===== src/rtl/nv_ram_rws_param.sv =====
// ---------------------------------------------------------------------------
// nv_ram_rws_param
//   Parametrised 1R1W RAM model with a registered read address. Width and
//   depth are free (depth need not be a power of two). After reset the array
//   can be zero-filled one word per cycle; reads and writes are accepted only
//   once that fill is complete. An optional output register adds one cycle of
//   read latency. dout_vld pulses once per accepted read and has no
//   backpressure.
//
// Ports
//   clk            in   1      clock
//   rstn           in   1      reset, synchronous, active-low
//   ra             in   AW     read address
//   re             in   1      read enable
//   dout           out  DW     read data
//   dout_vld       out  1      dout holds data for a read accepted OREG+1 cycles earlier
//   wa             in   AW     write address
//   we             in   1      write enable
//   di             in   DW     write data
//   init_done      out  1      high once the zero-fill is complete
//   pwrbus_ram_pd  in   32     power-bus control, unused by this model
// ---------------------------------------------------------------------------
module nv_ram_rws_param #(
  parameter int DW       = 32,
  parameter int AW       = 6,
  parameter int DEPTH    = 64,
  parameter int OREG     = 0,
  parameter int INIT_CLR = 1
) (
  input  logic          clk,
  input  logic          rstn,
  input  logic [AW-1:0] ra,
  input  logic          re,
  output logic [DW-1:0] dout,
  output logic          dout_vld,
  input  logic [AW-1:0] wa,
  input  logic          we,
  input  logic [DW-1:0] di,
  output logic          init_done,
  input  logic [31:0]   pwrbus_ram_pd
);

  typedef enum logic [0:0] {
    ST_INIT  = 1'b0,
    ST_READY = 1'b1
  } state_e;

  localparam int              AW1       = AW + 1;
  // Depth widened by one bit so an address can be range-checked against it.
  localparam logic [AW:0]     DEPTH_W   = AW1'(DEPTH);
  localparam logic [AW-1:0]   LAST_ADDR = AW'(DEPTH - 1);
  localparam state_e          RST_STATE = (INIT_CLR != 0) ? ST_INIT : ST_READY;
  localparam logic            RST_DONE  = (INIT_CLR != 0) ? 1'b0 : 1'b1;

  logic [DW-1:0] mem [0:DEPTH-1];

  state_e        state_q, state_d;
  logic [AW-1:0] cnt_q, cnt_d;
  logic          init_done_q, init_done_d;
  logic [AW-1:0] rd_addr_q, rd_addr_d;
  logic          rd_vld_q, rd_vld_d;

  logic          ready_s;
  logic          rd_acc_s;
  logic          mem_we_s;
  logic [AW-1:0] mem_wa_s;
  logic [DW-1:0] mem_wd_s;
  logic [DW-1:0] rd_data_s;

  logic          unused_pwrbus_s;

  assign unused_pwrbus_s = ^pwrbus_ram_pd;
  assign ready_s         = (state_q == ST_READY);
  assign rd_acc_s        = re & ready_s;
  assign init_done       = init_done_q;

  // Fill sequencer: walk the counter through every word, then park in READY.
  always_comb begin
    state_d     = state_q;
    cnt_d       = cnt_q;
    init_done_d = init_done_q;
    case (state_q)
      ST_INIT: begin
        cnt_d = cnt_q + AW'(1);
        if (cnt_q == LAST_ADDR) begin
          state_d     = ST_READY;
          init_done_d = 1'b1;
        end else begin
          state_d     = ST_INIT;
          init_done_d = 1'b0;
        end
      end
      ST_READY: begin
        state_d     = ST_READY;
        init_done_d = 1'b1;
      end
      default: begin
        state_d     = RST_STATE;
        cnt_d       = {AW{1'b0}};
        init_done_d = RST_DONE;
      end
    endcase
  end

  // Write port mux: the fill owns the array until READY; user writes beyond
  // DEPTH are dropped rather than aliased onto a lower word.
  always_comb begin
    mem_we_s = 1'b0;
    mem_wa_s = {AW{1'b0}};
    mem_wd_s = {DW{1'b0}};
    if (!rstn) begin
      mem_we_s = 1'b0;
    end else if (state_q == ST_INIT) begin
      mem_we_s = 1'b1;
      mem_wa_s = cnt_q;
      mem_wd_s = {DW{1'b0}};
    end else if (we && ({1'b0, wa} < DEPTH_W)) begin
      mem_we_s = 1'b1;
      mem_wa_s = wa;
      mem_wd_s = di;
    end else begin
      mem_we_s = 1'b0;
    end
  end

  // Read address capture and first-stage valid.
  always_comb begin
    rd_vld_d = rd_acc_s;
    if (rd_acc_s) begin
      rd_addr_d = ra;
    end else begin
      rd_addr_d = rd_addr_q;
    end
  end

  // Array read; out-of-range addresses read as zero.
  always_comb begin
    if ({1'b0, rd_addr_q} < DEPTH_W) begin
      rd_data_s = mem[rd_addr_q];
    end else begin
      rd_data_s = {DW{1'b0}};
    end
  end

  // Storage array, deliberately not reset.
  always_ff @(posedge clk) begin
    if (mem_we_s) begin
      mem[mem_wa_s] <= mem_wd_s;
    end
  end

  // Control state registers.
  always_ff @(posedge clk) begin
    if (!rstn) begin
      state_q     <= RST_STATE;
      cnt_q       <= {AW{1'b0}};
      init_done_q <= RST_DONE;
      rd_addr_q   <= {AW{1'b0}};
      rd_vld_q    <= 1'b0;
    end else begin
      state_q     <= state_d;
      cnt_q       <= cnt_d;
      init_done_q <= init_done_d;
      rd_addr_q   <= rd_addr_d;
      rd_vld_q    <= rd_vld_d;
    end
  end

  generate
    if (OREG != 0) begin : g_oreg
      logic [DW-1:0] dout_q, dout_d;
      logic          dout_vld_q, dout_vld_d;

      // Output stage: capture the word addressed one cycle ago; a write at
      // this same edge is not seen because the array updates concurrently.
      always_comb begin
        dout_vld_d = rd_vld_q;
        if (rd_vld_q) begin
          dout_d = rd_data_s;
        end else begin
          dout_d = dout_q;
        end
      end

      // Output stage registers.
      always_ff @(posedge clk) begin
        if (!rstn) begin
          dout_q     <= {DW{1'b0}};
          dout_vld_q <= 1'b0;
        end else begin
          dout_q     <= dout_d;
          dout_vld_q <= dout_vld_d;
        end
      end

      assign dout     = dout_q;
      assign dout_vld = dout_vld_q;
    end else begin : g_noreg
      // Data follows the array combinationally, so later writes to the held
      // address show up on dout.
      assign dout     = rd_data_s;
      assign dout_vld = rd_vld_q;
    end
  endgenerate

endmodule

===== config.mk =====
export PLATFORM = sky130hd
export DESIGN_NAME = nv_ram_rws_param
export DESIGN_NICKNAME = d
export VERILOG_FILES = /design/src/rtl/nv_ram_rws_param.sv
export SDC_FILE = /design/constraint.sdc
export NUM_CORES = 2
export LEC_CHECK = 0
export ABC_AREA = 0
export CELL_PAD_IN_SITES_DETAIL_PLACEMENT = 1
export CELL_PAD_IN_SITES_GLOBAL_PLACEMENT = 1
export CORE_ASPECT_RATIO = 1.75
export CORE_MARGIN = 1.5
export CORE_UTILIZATION = 50
export DETAILED_ROUTE_END_ITERATION = 7
export GPL_TIMING_DRIVEN = 0
export PLACE_DENSITY = 0.7
export RECOVER_POWER = 100
export SYNTH_ARGS = -nofsm -noshare
export SYNTH_HDL_FRONTEND = slang
export SYNTH_SLANG_ARGS = --single-unit

===== constraint.sdc =====
create_clock -name clk -period 3.8 [get_ports clk]
set_input_delay 0.76 -clock clk [delete_from_list [all_inputs] [get_ports clk]]
set_output_delay 0.76 -clock clk [all_outputs]
set_load 0.03 [all_outputs]

# Word-level counts from Yosys, hierarchy flattened
# Memory sizes are Yosys's and may differ from the RTL's. A register that Yosys moved wholly into a read port is not among the register bits.
# Cells that the tools add are included.
# totals
wordCells	24
register_bits	14
inputBits	80
ramBits	2048
out_inout_bits	34
memories	1
# classes
bitwise	2
eq_ne	1
mux	15
addsub	1
# mem_list
memory	words	word_bits	rd	rd_ports_with_merged_regs	wr	line	source
mem	64	32	1	1	1	55	logic [DW-1:0] mem [0:DEPTH-1];
# op_table
op	count
$mux 32	3
$mux 6	5
$add 6x1->6 const B	1
$eq 6x6->1 const B	1
$mux 1	6
$pmux 1 s2	1
$and 1x1->1	1
$not 1->1	1

# Logic depth before layout (Yosys ltp)
# depth
word_depth	5
mapped_depth	9
mapped_depth_nobuf	5

# Worst setup path before layout
# Ideal clock, no wire load.
# synth_path
kind	reg-to-reg
startpoint	register, netlist name init_done
endpoint	memory mem[29][0] (enable)
path_buffers	3
period_less_slack_ns	3.613
slack_ns	0.187
t_arrival_ns	3.192
setup_ns	0.421
stages_incl_launch_ff	8
t_required_ns	3.379
path_cell_list	dfxtp_1 -> clkbuf_1 -> buf_1 -> clkbuf_1 -> nand3_1 -> o21ai_0 -> nand2_1 -> nor2_1
# synth_lines
element	line
to (decl)	55

==> load_flow_metrics.sql <==
INSERT INTO impl_metrics (metric_group, metric, value, unit) VALUES
('detailed_routing', 'via_per_inst', '6.85', ''),
('clock_tree', 'number_of_buffers_added_by_the_clock_tree_synthesis_step', '182', ''),
('sta', 'rsz0062_at_grt', 'yes', ''),
('synthesis', 'synth_edf_count', '2048', ''),
('floorplanning', 'num_io_pins', '114', ''),
('grt', 'global_route.peak_usage_layer', 'met2', ''),
('sta', 'setup_slack', '-0.748', 'ns'),
('floorplanning', 'coreArea', '0.156', 'sq mm'),
('setup_path', 'critPathCaptureType', 'output pin', ''),
('detailed_routing', 'drt_drc_violations_left', '20', ''),
('outcome', 'failed_checks', 'DRC, capacitance limit, slew limit, setup timing', ''),
('pwr', 'power.ir.vdd_worst', '355', 'uV'),
('setup_path', 'setup.worst_path.start_class', 'flop', ''),
('layout', 'drive_above_1_share', '0.384', ''),
('layout', 'fin_nets', '4101', ''),
('outcome', 'outcome', 'finished with violations', ''),
('clock_tree', 'cts_htree_levels', '4', ''),
('synthesis', 'synth_top_cells_by_area', 'edfxtp_1, mux4_2, o22ai_1', ''),
('grt', 'first_global_vias', '42700', ''),
('floorplanning', 'floorplan.initialDensity', '0.502', ''),
('pwr', 'power.density', '459', 'mW/mm^2'),
('layout', 'filler_cell_count', '12700', ''),
('grt', 'grt_max_degree', '65', ''),
('grt', 'antenna_found_initial', '14', ''),
('synthesis', 'synth_top_area_frac', '0.784', ''),
('floorplanning', 'die_h', '527', 'microns'),
('run', 'maxCapViolations', '1', ''),
('placement', 'count_of_input_and_output_buffers', '80', ''),
('synthesis', 'syn-instance-count', '3424', ''),
('floorplanning', 'die_area', '0.159', 'sq mm'),
('min_path', 'whs_path_depth', '3', ''),
('clock_tree', 'cts_root_buf', 'clkbuf_16', ''),
('synthesis', 'netlist_area', '0.0784', 'sq mm'),
('clock_tree', 'cts_tree', 'yes', ''),
('detailed_routing', 'routed-via-count', '42400', ''),
('setup_path', 'worst-endpoint-arrival', '3.79', 'ns'),
('clock_tree', 'clk_path_buf_depth', '4', ''),
('detailed_routing', 'violation_count_after_the_first_detailed_route_iteration', '6267', ''),
('sta', 'period_minus_slack', '4.55', 'ns'),
('clock_tree', 'clkSlewWorstSetupHoldPaths', '0.07', 'ns'),
('setup_path', 'path_class', 'flop to output pin', ''),
('grt', 'global_route.usage.met3', '0.0563', ''),
('clock_tree', 'clk-insertion-delay-late', '0.82', 'ns'),
('sta', 'setup_viol', '192', ''),
('synthesis', 'top_reg_cell_synth', 'edfxtp_1', ''),
('setup_path', 'worst_r2r_path_depth', '8', ''),
('synthesis', 'avgSynthCellArea', '22.9', 'sq um'),
('sta', 'finalClockSkew', '0.0334', 'ns'),
('sta', 'finalMaxSlewViolations', '25', ''),
('detailed_routing', 'drt_pre_antenna_iters', '8', ''),
('detailed_routing', 'routed_wirelength', '279000', 'microns'),
('placement', 'pre_cts_slack', '-2.36', 'ns'),
('detailed_routing', 'detail-route-antenna-nets', '0', ''),
('min_path', 'hp-class', 'input port to flop', ''),
('synthesis', 'synth_top_area_cell', 'edfxtp_1', ''),
('floorplanning', 'die_width', '302', 'microns'),
('sta', 'timing_worst_slew_pin_value', '1.61', 'ns'),
('grt', 'grt_pass1_wl', '356000', 'microns'),
('grt', 'met2_usage', '0.555', ''),
('setup_path', 'critPathRequiredTime', '3.04', 'ns'),
('synthesis', 'async_reset_ff_frac', '0', ''),
('placement', 'post-dp-hpwl', '169000', 'microns'),
('grt', 'grt_use_met1', '0.382', ''),
('setup_path', 'crit_fanout', '9', ''),
('grt', 'grt_remaining_overflow', '0', ''),
('synthesis', 'yosysMostFrequentCell', 'edfxtp_1', ''),
('floorplanning', 'num_rows', '192', ''),
('synthesis', 'yosys_warnings', '0', ''),
('synthesis', 'ys_seq_area_frac', '0.789', ''),
('layout', 'layout.cells.non_filler', '6197', ''),
('detailed_routing', 'avgRoutedWirePerCell', '45.0', 'microns');
-- cells in the final DEF (no fill, tap or decap), types with 22 or more instances in the layout --
master,instances
edfxtp_1,2048
mux4_2,512
clkbuf_16,197
buf_4,167
buf_6,89
clkbuf_1,72
buf_12,70
o22ai_4,70
nor2_1,60
clkbuf_4,51
clkbuf_2,48
clkdlybuf4s50_1,46
clkinv_2,37
mux2i_1,36
clkinv_1,35
o22ai_1,32
nor2_4,31
buf_16,25
nand2_1,24
clkbuf_8,23
nor4_4,22
o22a_1,22
-- power breakdown --
group          total [mW]  switching [mW]  leakage, nW  internal [mW]
logic               0.536           0.333         7.85          0.203
clock network        18.3            8.43         2.74           9.86
registers            24.8          0.0224         22.6           24.7
total                43.6            8.79         33.2           34.8
-- stage by stage --
stage	utilization	area (sq um)
after global placement	0.524	81800
after global routing	0.608	95000
after floorplan	-	78400
after CTS	0.605	94500
after detailed placement	0.540	84300
final	0.608	95000
-- final timing paths --
path,to,startpoint,slack (ns)
worst min register to register,flop,rd_addr_q[2],0.47
worst max register to register,mem[42][6],init_done,-0.17
worst min-delay path,flop,re,0.36
worst max-delay path,dout[13],flop,-0.75
-- worst max-delay path, stage by stage, from the launching register on --
cell      delay (ns)
dfxtp_2         0.34
buf_12          0.16
buf_12          0.21
buf_16          0.21
buf_4           0.17
mux4_2          0.49
mux2_2          0.46
a221oi_2        0.51
nor3_4          0.12
buf_6           0.18
-- cell type report --
class,count,area (sq um),area share
inverter,2,7.51,0.0000790
multi-input combinational,1167,18400,0.193
antenna,2,5.00,0.0000527
buffer,183,2330,0.0245
sequential,2068,61900,0.652
clock buffer,223,4790,0.0504
timing repair buffer,416,4220,0.0445
tap,2037,2550,0.0268
clock inverter,99,818,0.00861
-- registers in the layout, indices dropped and copies added (netlist names), named ones only --
signal	cells
rd_addr_q	6
cnt_q	6
init_done	1
dout_vld	1
mem	2048
-- repair_timing --
action / in CTS / in global routing
gates cloned: 8 / 8
setup buffers: 85 / 146
endpoints found under the setup margin: 561 / 529
pin swaps: 92 / 75
gates resized for setup: 1004 / 144
-- per-layer routing --
layer / up-vias / wire, microns
li1: 15900 / -
met2: 3273 / 138000
met5: - / 73
met3: 871 / 26000
met1: 22400 / 86900
met4: 12 / 27900
-- cell families (layout without fill, tap and decap cells) --
group,Yosys count,in the layout,synth area share
AO/OA/AOI/OAI,300,300,0.0255
other,0,2,0
multiplexers,578,578,0.156
flip-flops,2068,2068,0.789
adder cells (fa/ha/maj),1,1,0.000159
AND/OR/NAND/NOR,282,284,0.0176
XOR/XNOR,4,4,0.000447
buffers and inverters,191,923,0.0115
Note: power is estimated with default switching activity, not from simulation.
